==> src/rtl/mips_store_buffer.sv <==
// rtl/mips_store_buffer.sv - posted-store FIFO between the MIPS core and the memory bus
// Aligned stores are queued as {address, data} and drained in order whenever the bus accepts the head.
module mips_store_buffer #(
   parameter int WIDTH = 32,
   parameter int DEPTH = 4
) (
   input  logic                       clk,
   input  logic                       reset,
   input  logic                       memwrite,
   input  logic [WIDTH-1:0]           aluresult,
   input  logic [WIDTH-1:0]           readdataRT,
   output logic                       bus_valid,
   output logic [WIDTH-1:0]           bus_addr,
   output logic [WIDTH-1:0]           bus_data,
   input  logic                       bus_ready,
   output logic [$clog2(DEPTH):0]     count,
   output logic                       full,
   output logic                       overflow,
   output logic                       align_err
);

   localparam int AW = $clog2(DEPTH);
   localparam logic [AW:0] DEPTH_C = (AW+1)'(DEPTH);

   logic [WIDTH-1:0] mem_addr [DEPTH];
   logic [WIDTH-1:0] mem_data [DEPTH];
   logic [AW-1:0]    wptr;
   logic [AW-1:0]    rptr;
   logic             aligned;
   logic             push;
   logic             pop;

   assign aligned   = (aluresult[1:0] == 2'b00);
   assign bus_valid = (count != '0);
   assign full      = (count == DEPTH_C);
   assign pop       = bus_valid & bus_ready;
   // A pop in the same cycle frees the slot, so a full buffer can still accept.
   assign push      = memwrite & aligned & (~full | pop);
   assign bus_addr  = mem_addr[rptr];
   assign bus_data  = mem_data[rptr];

   always_ff @(posedge clk) begin
      if (push) begin
         mem_addr[wptr] <= aluresult;
         mem_data[wptr] <= readdataRT;
      end
   end

   // DEPTH is a power of two, so pointer wrap is the natural AW-bit rollover.
   always_ff @(posedge clk) begin
      if (reset) begin
         wptr      <= '0;
         rptr      <= '0;
         count     <= '0;
         overflow  <= 1'b0;
         align_err <= 1'b0;
      end else begin
         if (push) begin
            wptr <= wptr + 1'b1;
         end
         if (pop) begin
            rptr <= rptr + 1'b1;
         end
         case ({push, pop})
            2'b10:   count <= count + 1'b1;
            2'b01:   count <= count - 1'b1;
            default: count <= count;
         endcase
         if (memwrite && aligned && full && !pop) begin
            overflow <= 1'b1;
         end
         if (memwrite && !aligned) begin
            align_err <= 1'b1;
         end
      end
   end

endmodule

==> config.mk <==
export PLATFORM = sky130hd
export DESIGN_NAME = mips_store_buffer
export DESIGN_NICKNAME = d
export VERILOG_FILES = /design/src/rtl/mips_store_buffer.sv
export SDC_FILE = /design/constraint.sdc
export NUM_CORES = 1
export LEC_CHECK = 0
export CORE_MARGIN = 5
export CORE_UTILIZATION = 54
export DETAILED_ROUTE_END_ITERATION = 6
export PLACE_DENSITY = 0.84
export SYNTH_ARGS = -nofsm -noshare
export SYNTH_HDL_FRONTEND = slang
export SYNTH_SLANG_ARGS = --single-unit
==> constraint.sdc <==
create_clock -name clk -period 5.1 [get_ports clk]
set_clock_uncertainty 0.1 [all_clocks]
set_input_delay 1.275 -clock clk [delete_from_list [all_inputs] [get_ports clk]]
set_output_delay 1.275 -clock clk [all_outputs]
set_load 0.005 [all_outputs]
======== Word-level counts from Yosys, hierarchy flattened ========
Memory sizes are Yosys's and may differ from the RTL's. A register that Yosys moved wholly into a read port is not among the register bits.
Index checks and enable logic that the tools add are counted.
W data, S select, Z words.
operators by class
  $add $sub $neg .......................... 4
  equality and inequality tests ........... 3
  multiplexer cells ....................... 7
  bitwise gates (word level) .............. 5
  reductions and logical operators ........ 9
operator list
  operator               count
  $mux W2                4
  $pmux W3 S2            1
  $add A2 B1 Y2 const B  2
  $logic_and A1 B1 Y1    4
  $add A3 B1 Y3 const B  1
  $and A1 B1 Y1          3
  $eq A3 B3 Y1 const B   1
  $reduce_bool A3 Y1     1
  $sub A3 B1 Y3 const B  1
  $eq A2 B1 Y1 const B   1
  $eq A2 B2 Y1 const B   1
  $logic_not A1 Y1       2
  $logic_not A2 Y1       1
  $mux W1                2
  $reduce_bool A2 Y1     1
  $not A1 Y1             1
  $or A1 B1 Y1           1
storage, ports and cells
  register bits after elaboration ......... 9
  memory bits (writable) .................. 256
  bits of input ports ..................... 68
  output and inout port bits .............. 71
  logic and storage cells ................. 35
  memories kept ........................... 2
memory list
  memory    depth  bits a word  rd ports  clocked after Yosys merged registers in  wr ports  RTL line  RTL
  mem_addr  4      32           1         1                                        1         25        logic [WIDTH-1:0] mem_addr [DEPTH];
  mem_data  4      32           1         1                                        1         26        logic [WIDTH-1:0] mem_data [DEPTH];

======== Logic depth before layout (Yosys ltp) ========
Gate-level depths: netlist of run 1.
  depth in word-level cells ............... 6
  mapped depth ............................ 7
  gate-level depth less buffers ........... 7

======== Least setup slack after synthesis of run 1 ========
Ideal clock, no wire load.
  path kind ............................... in2reg
  from .................................... input aluresult[1]
  to ...................................... memory mem_addr[0][0], enable pin
  library setup time ...................... 429 ps
  data arrival time ....................... 3,448 ps
  data required time ...................... 4,571 ps
  setup slack ............................. 1,123 ps
  cell stages on the path ................. 3
  buffers on the path ..................... 0
  cell sequence ........................... or3b_4 nor2_2 and2_1
between the ends
  cells in the longest elaborated chain, start to end .. 5
RTL lines
  what                           RTL line  RTL
  start, declared                10        input logic [WIDTH-1:0] aluresult,
  $logic_not A2 Y1               33        assign aligned = (aluresult[1:0] == 2'b00);
  $and A1 B1 Y1 (2 in series)    38        assign push = memwrite & aligned & (~full | pop);
  $mux W1                        43        if (push) begin
  $mux W1 (implied by the code)  44        mem_addr[wptr] <= aluresult;
  end, declared                  25
Every way passes these cells.

==> results of run 1 <==
==> kinds of logic (layout without fill, tap and decap cells) <==
kind of cell | after synthesis | in the layout | synth area share (%)
DFF | 267 | 267 | 81.1
muxes | 65 | 65 | 14.9
and+or+nand+nor | 25 | 25 | 1.54
buffers and inverters | 21 | 193 | 0.899
AOI/OAI and AO/OA | 9 | 9 | 0.552
adders and majority gates | 5 | 5 | 0.719
xor gates and xnor gates | 3 | 3 | 0.270
==> synthesized netlist by cell type <==
| cell type | instances |
|---|---|
| edfxtp_1 | 256 |
| mux4_2 | 64 |
| dfxtp_1 | 11 |
| clkbuf_1 | 8 |
| nor2_1 | 8 |
| buf_2 | 7 |
| inv_1 | 6 |
| and2_1 | 4 |
| ha_1 | 4 |
| o21ai_0 | 4 |
| a21oi_1 | 2 |
| nor3_1 | 2 |
| or3_1 | 2 |
| xnor2_1 | 2 |
| a31oi_1 | 1 |
| and2_4 | 1 |
| and3_1 | 1 |
| and3_2 | 1 |
| fa_1 | 1 |
| mux2i_1 | 1 |
| nand2_1 | 1 |
| nor2_2 | 1 |
| nor3b_1 | 1 |
| nor4_1 | 1 |
| nor4b_2 | 1 |
| o31a_1 | 1 |
| o41ai_1 | 1 |
| or3b_4 | 1 |
| xor2_1 | 1 |
==> final timing paths <==
kind | slack, ns | depth (start not counted) | endpoint | start
worst min-delay path | 0.35 | 2 | align_err$_SDFFE_PP0P_ | align_err$_SDFFE_PP0P_
worst max register to register | 2.79 | 7 | count[2]$_SDFFE_PP0P_ | count[2]$_SDFFE_PP0P_
worst min register to register | 0.35 | 2 | align_err$_SDFFE_PP0P_ | align_err$_SDFFE_PP0P_
worst max-delay path | 1.05 | 3 | bus_addr[25] | flip-flop
==> critical path: cells and delay by family (launching register included) <==
family / cells / cell delay, ns
buf+inv: 2 / 0.84
flops: 1 / 0.74
mux: 1 / 0.57
==> stage by stage <==
stage	area, µm²	cells	worst slack, ns	utilization, %	hold slack (ns)
floorplan	9750	395	1.12	-	0.342
global placement	11400	749	1.26	63.9	0.340
detailed placement	11400	749	1.16	63.9	0.344
CTS	12200	796	0.957	68.5	0.356
global route	12200	796	0.839	68.5	0.389
finish	12200	796	1.05	68.5	0.355
==> registers in the layout, summed over array words and instances (netlist names), named ones only <==
name and cells:
count 3, mem_addr 128, wptr 2, align_err 1
overflow 1, mem_data 128, rptr 2
==> layout make-up <==
| type | instances | area share (%) |
|---|---|---|
| clock buffer | 33 | 5.71 |
| clock inverter | 14 | 1.03 |
| inverter | 6 | 0.184 |
| multi-input combinational | 107 | 14.4 |
| sequential | 267 | 64.8 |
| tap | 229 | 2.34 |
| timing repair buffer | 140 | 11.5 |
==> report_power, final <==
part | internal, W | total (W) | switching [W]
sequential | 0.00245 | 0.00252 | 0.0000775
clock | 0.00107 | 0.00182 | 0.000749
combinational | 0.000508 | 0.000766 | 0.000258
==> routing by layer <==
layer / wire length, µm / GRT usage, %
met1: 6990 / 24.7
met2: 9410 / 29.1
met3: 1340 / 3.51
met4: 299 / 4.22
met5: 13 / 0
==> impl_metrics.csv, run 1 <==
group,metric,value,unit
status,status,"finished clean",
cts,cts_setup_buffers,0,
final_layout,area_growth,25.4,%
timing,hold_viol,0,
yosys,synth-seq-cells,267,
route,ant_nets,0,
final_layout,final_common_cell,"edfxtp_1",
place,io_buffers,138,
cts,cts-root-buf,"clkbuf_16",
yosys,syn-num-nets,468,
floorplanning,fp-row-count,49,
grt,grt-ovfl-total,0,
route,drt_iter0_markers,305,
timing,slew_viol_final,0,
timing,period_share,79.3,%
timing,relSlewSlack,35.0,%
pwr,power-per-cell-area,418,nW/µm²
pwr,total_power,0.00511,W
yosys,synth.avg_cell_area,24.7,µm²
grt,grt_pass1_vias,4811,
worst_setup_path,endpoint_kind,"primary output",
final_layout,layout_common_cells,"edfxtp_1, clkdlybuf4s50_1, mux4_2",
cts,clock_latency,0.51,ns
worst_setup_path,critPathMaxStageDelay,0.74,ns
floorplanning,die_y,144,µm
worst_setup_path,cp.required,3.72,ns
route,drt_first_pass_iters,4,
timing,period_needed,4.05,ns
route,vias,4484,
final_layout,multi_input_area,1760,µm²
grt,grt_pass1_wl,27800,µm
floorplanning,die_area,20800,µm²
final_layout,drive_gt1_share,20.1,%
route,wl,18100,µm
yosys,yosys.area.top_type,"edfxtp_1",
route,drc_errors,0,
floorplanning,start_util,54.6,%
cts,cts_resized,0,
cts,cts_buffers,26,
pwr,ir_drop,0.313,mV
timing,fin_setup_tns,0,ns
final_layout,n_fill_cell,1047,
yosys,syn_area,9750,µm²
cts,cts.clk_slew.worst_paths,0.06,ns
place,place.gp.congestion,0.782,
worst_setup_path,crit_chain,"buf_4 > mux4_2 > clkdlybuf4s50_1",
worst_setup_path,arrival,2.67,ns
floorplanning,die_width,144,µm
run,drv_cap,0,
floorplanning,ios,139,
final_layout,insertedDiodeCount,0,
worst_setup_path,criticalPathCategory,"flip-flop to primary output",
final_layout,nNetsFinal,621,
cts,cts_hold_buf,0,
yosys,ys.warnings.count,0,
place,dpl.hpwl,10300,µm
final_layout,register_area,7920,µm²
worst_setup_path,cp_slowest_cell,"dfxtp_4",
route,avgRoutedWirePerCell,22.7,µm
yosys,synth_top_area_share,78.9,%
cts,clockBufferDepth,3,
timing,rsz0062_at_grt,"false",
yosys,synthDistinctLibCells,29,
grt,grt_usage,17.6,%
yosys,synthTopCellsByArea,"edfxtp_1, mux4_2, dfxtp_1",
grt,grt_antenna_before_repair,1,
cts,cts_tree,"yes",
route,avgViaCountPerCell,5.63,
pwr,p_leak,3.82,nW
timing,worst_slew_pin_slew,0.974,ns
min_path,min_path_type,"flip-flop to flip-flop",
timing,max_freq,247,MHz
timing,finalSetupViolCount,0,
worst_setup_path,crit_fanout,29,
cts,cts_sinks,267,
cts,htreeDepth,1,
yosys,netlist_instances,395,
worst_setup_path,start_kind,"flip-flop",
yosys,ys_seq_area_share,81.1,%
floorplanning,core,17800,µm²
grt,grt_max_degree,65,
(Power assumes the default switching activity.)
==> run 2, diff against run 1 <==
clock period = 4.2 ns   (was 5.1 ns; I/O delays follow)
==> run 2 against run 1 <==
Setup slack got worse by 0.55 ns. Via count increased by 3.9%. Largest power group unchanged. Global-route usage increased by 0.91 points. Worst hold slack improved by 0.0030 ns. Cell count increased by 1.8%. Clock power increased by 21%. Die area unchanged. Sequential cell count unchanged.
==> impl_metrics.csv, run 2 (synthesized netlist as in run 1, its figures left out) <==
group,metric,value,unit
status,status,"finished clean",
route,vias,4657,
route,avgRoutedWirePerCell,23.3,µm
route,ant_nets,0,
place,place.gp.congestion,0.805,
cts,clock_latency,0.52,ns
pwr,total_power,0.00622,W
cts,cts_buffers,27,
place,placed_cell_area,11500,µm²
final_layout,fin_util,69.3,%
place,dpl.hpwl,11800,µm
cts,cts_resized,0,
cts,cts_tree,"yes",
final_layout,insertedDiodeCount,0,
pwr,p_leak,3.90,nW
grt,grt_pass1_vias,5021,
floorplanning,start_util,54.6,%
floorplanning,die_width,144,µm
place,place_ws,0.659,ns
timing,period_needed,3.70,ns
floorplanning,die_y,144,µm
cts,cts_setup_buffers,0,
min_path,min_path_type,"flip-flop to flip-flop",
final_layout,final_common_cell,"edfxtp_1",
pwr,power-per-cell-area,503,nW/µm²
cts,cts_sinks,267,
timing,hold_viol,0,
grt,grt_pass1_wl,28900,µm
worst_setup_path,cp.required,3.05,ns
cts,htreeDepth,1,
final_layout,largest_registers,"mem_addr x128, mem_data x128, count x3",
place,io_buffers,138,
timing,period_share,88.1,%
timing,worst_slack,0.501,ns
grt,grt_max_degree,65,
timing,finalSetupViolCount,0,
grt,grt_usage,18.5,%
floorplanning,die_area,20800,µm²
floorplanning,ios,139,
worst_setup_path,crit_fanout,21,
timing,relSlewSlack,34.1,%
final_layout,nNetsFinal,635,
route,drt_first_pass_iters,4,
timing,worst_slew_pin_slew,0.988,ns
route,avgViaCountPerCell,5.75,
cts,clockBufferDepth,3,
worst_setup_path,criticalPathCategory,"flip-flop to primary output",
final_layout,area_growth,26.9,%
final_layout,drive_gt1_share,22.2,%
timing,rsz0062_at_grt,"false",
grt,grt-ovfl-total,0,
timing,slew_viol_final,0,
floorplanning,core,17800,µm²
final_layout,layout_common_cells,"edfxtp_1, clkdlybuf4s50_1, mux4_2",
grt,grt_antenna_before_repair,2,
cts,cts_hold_buf,0,
timing,fin_setup_tns,0,ns
floorplanning,fp-row-count,49,
pwr,ir_drop,0.355,mV
route,drt_iter0_markers,373,
worst_setup_path,endpoint_kind,"primary output",
final_layout,finish.instance_area,12400,µm²
route,drc_errors,0,
worst_setup_path,start_kind,"flip-flop",
timing,max_freq,270,MHz
worst_setup_path,arrival,2.55,ns
route,wl,18900,µm
cts,cts.clk_slew.worst_paths,0.06,ns
run,drv_cap,0,
cts,cts-root-buf,"clkbuf_16",
[run 2: path summary, 6_finish.rpt]
path | slack, ns | depth (start not counted) | to | startpoint
worst max register to register | 1.96 | 7 | count[2]$_SDFFE_PP0P_ | count[2]$_SDFFE_PP0P_
worst max-delay path | 0.50 | 3 | bus_data[31] | flip-flop
worst min-delay path | 0.36 | 2 | align_err$_SDFFE_PP0P_ | align_err$_SDFFE_PP0P_
worst min register to register | 0.36 | 2 | align_err$_SDFFE_PP0P_ | align_err$_SDFFE_PP0P_
[run 2: power breakdown]
| group | switching (W) | internal [W] | leakage [nW] |
|---|---|---|---|
| clock | 0.000920 | 0.00129 | 0.410 |
| sequential | 0.0000771 | 0.00297 | 2.40 |
| combinational | 0.000333 | 0.000625 | 1.09 |
| total | 0.00133 | 0.00489 | 3.90 |
[run 2: area by class of cell]
type	instances	area, µm²
well taps	229	287
fillers	1064	5470
flip-flops and latches	267	7920
clock buffers	29	683
inverters	6	22.5
repair buffers	153	1560
clock inverters	19	146
multi-input cells	107	1760
[run 2: critical path, stage by stage, from the launching register on]
cell	delay, ns
dfxtp_4	0.61
buf_4	0.35
mux4_2	0.57
clkdlybuf4s50_1	0.49
[run 2: per-stage QoR]
stage	cells	hold slack (ns)
2_1_floorplan	395	0.342
3_3_place_gp	762	0.339
3_5_place_dp	762	0.344
4_1_cts	810	0.355
5_1_grt	810	0.383
6_report	810	0.358
[run 2: layer usage]
| layer | track usage [%] | vias up | wire (µm) |
|---|---|---|---|
| met4 | 4.42 | 4 | 407 |
| met3 | 4.86 | 37 | 1450 |
| met5 | 0 | - | 34 |
| li1 | - | 2008 | - |
| met2 | 31.3 | 180 | 9750 |
| met1 | 24.5 | 2428 | 7220 |
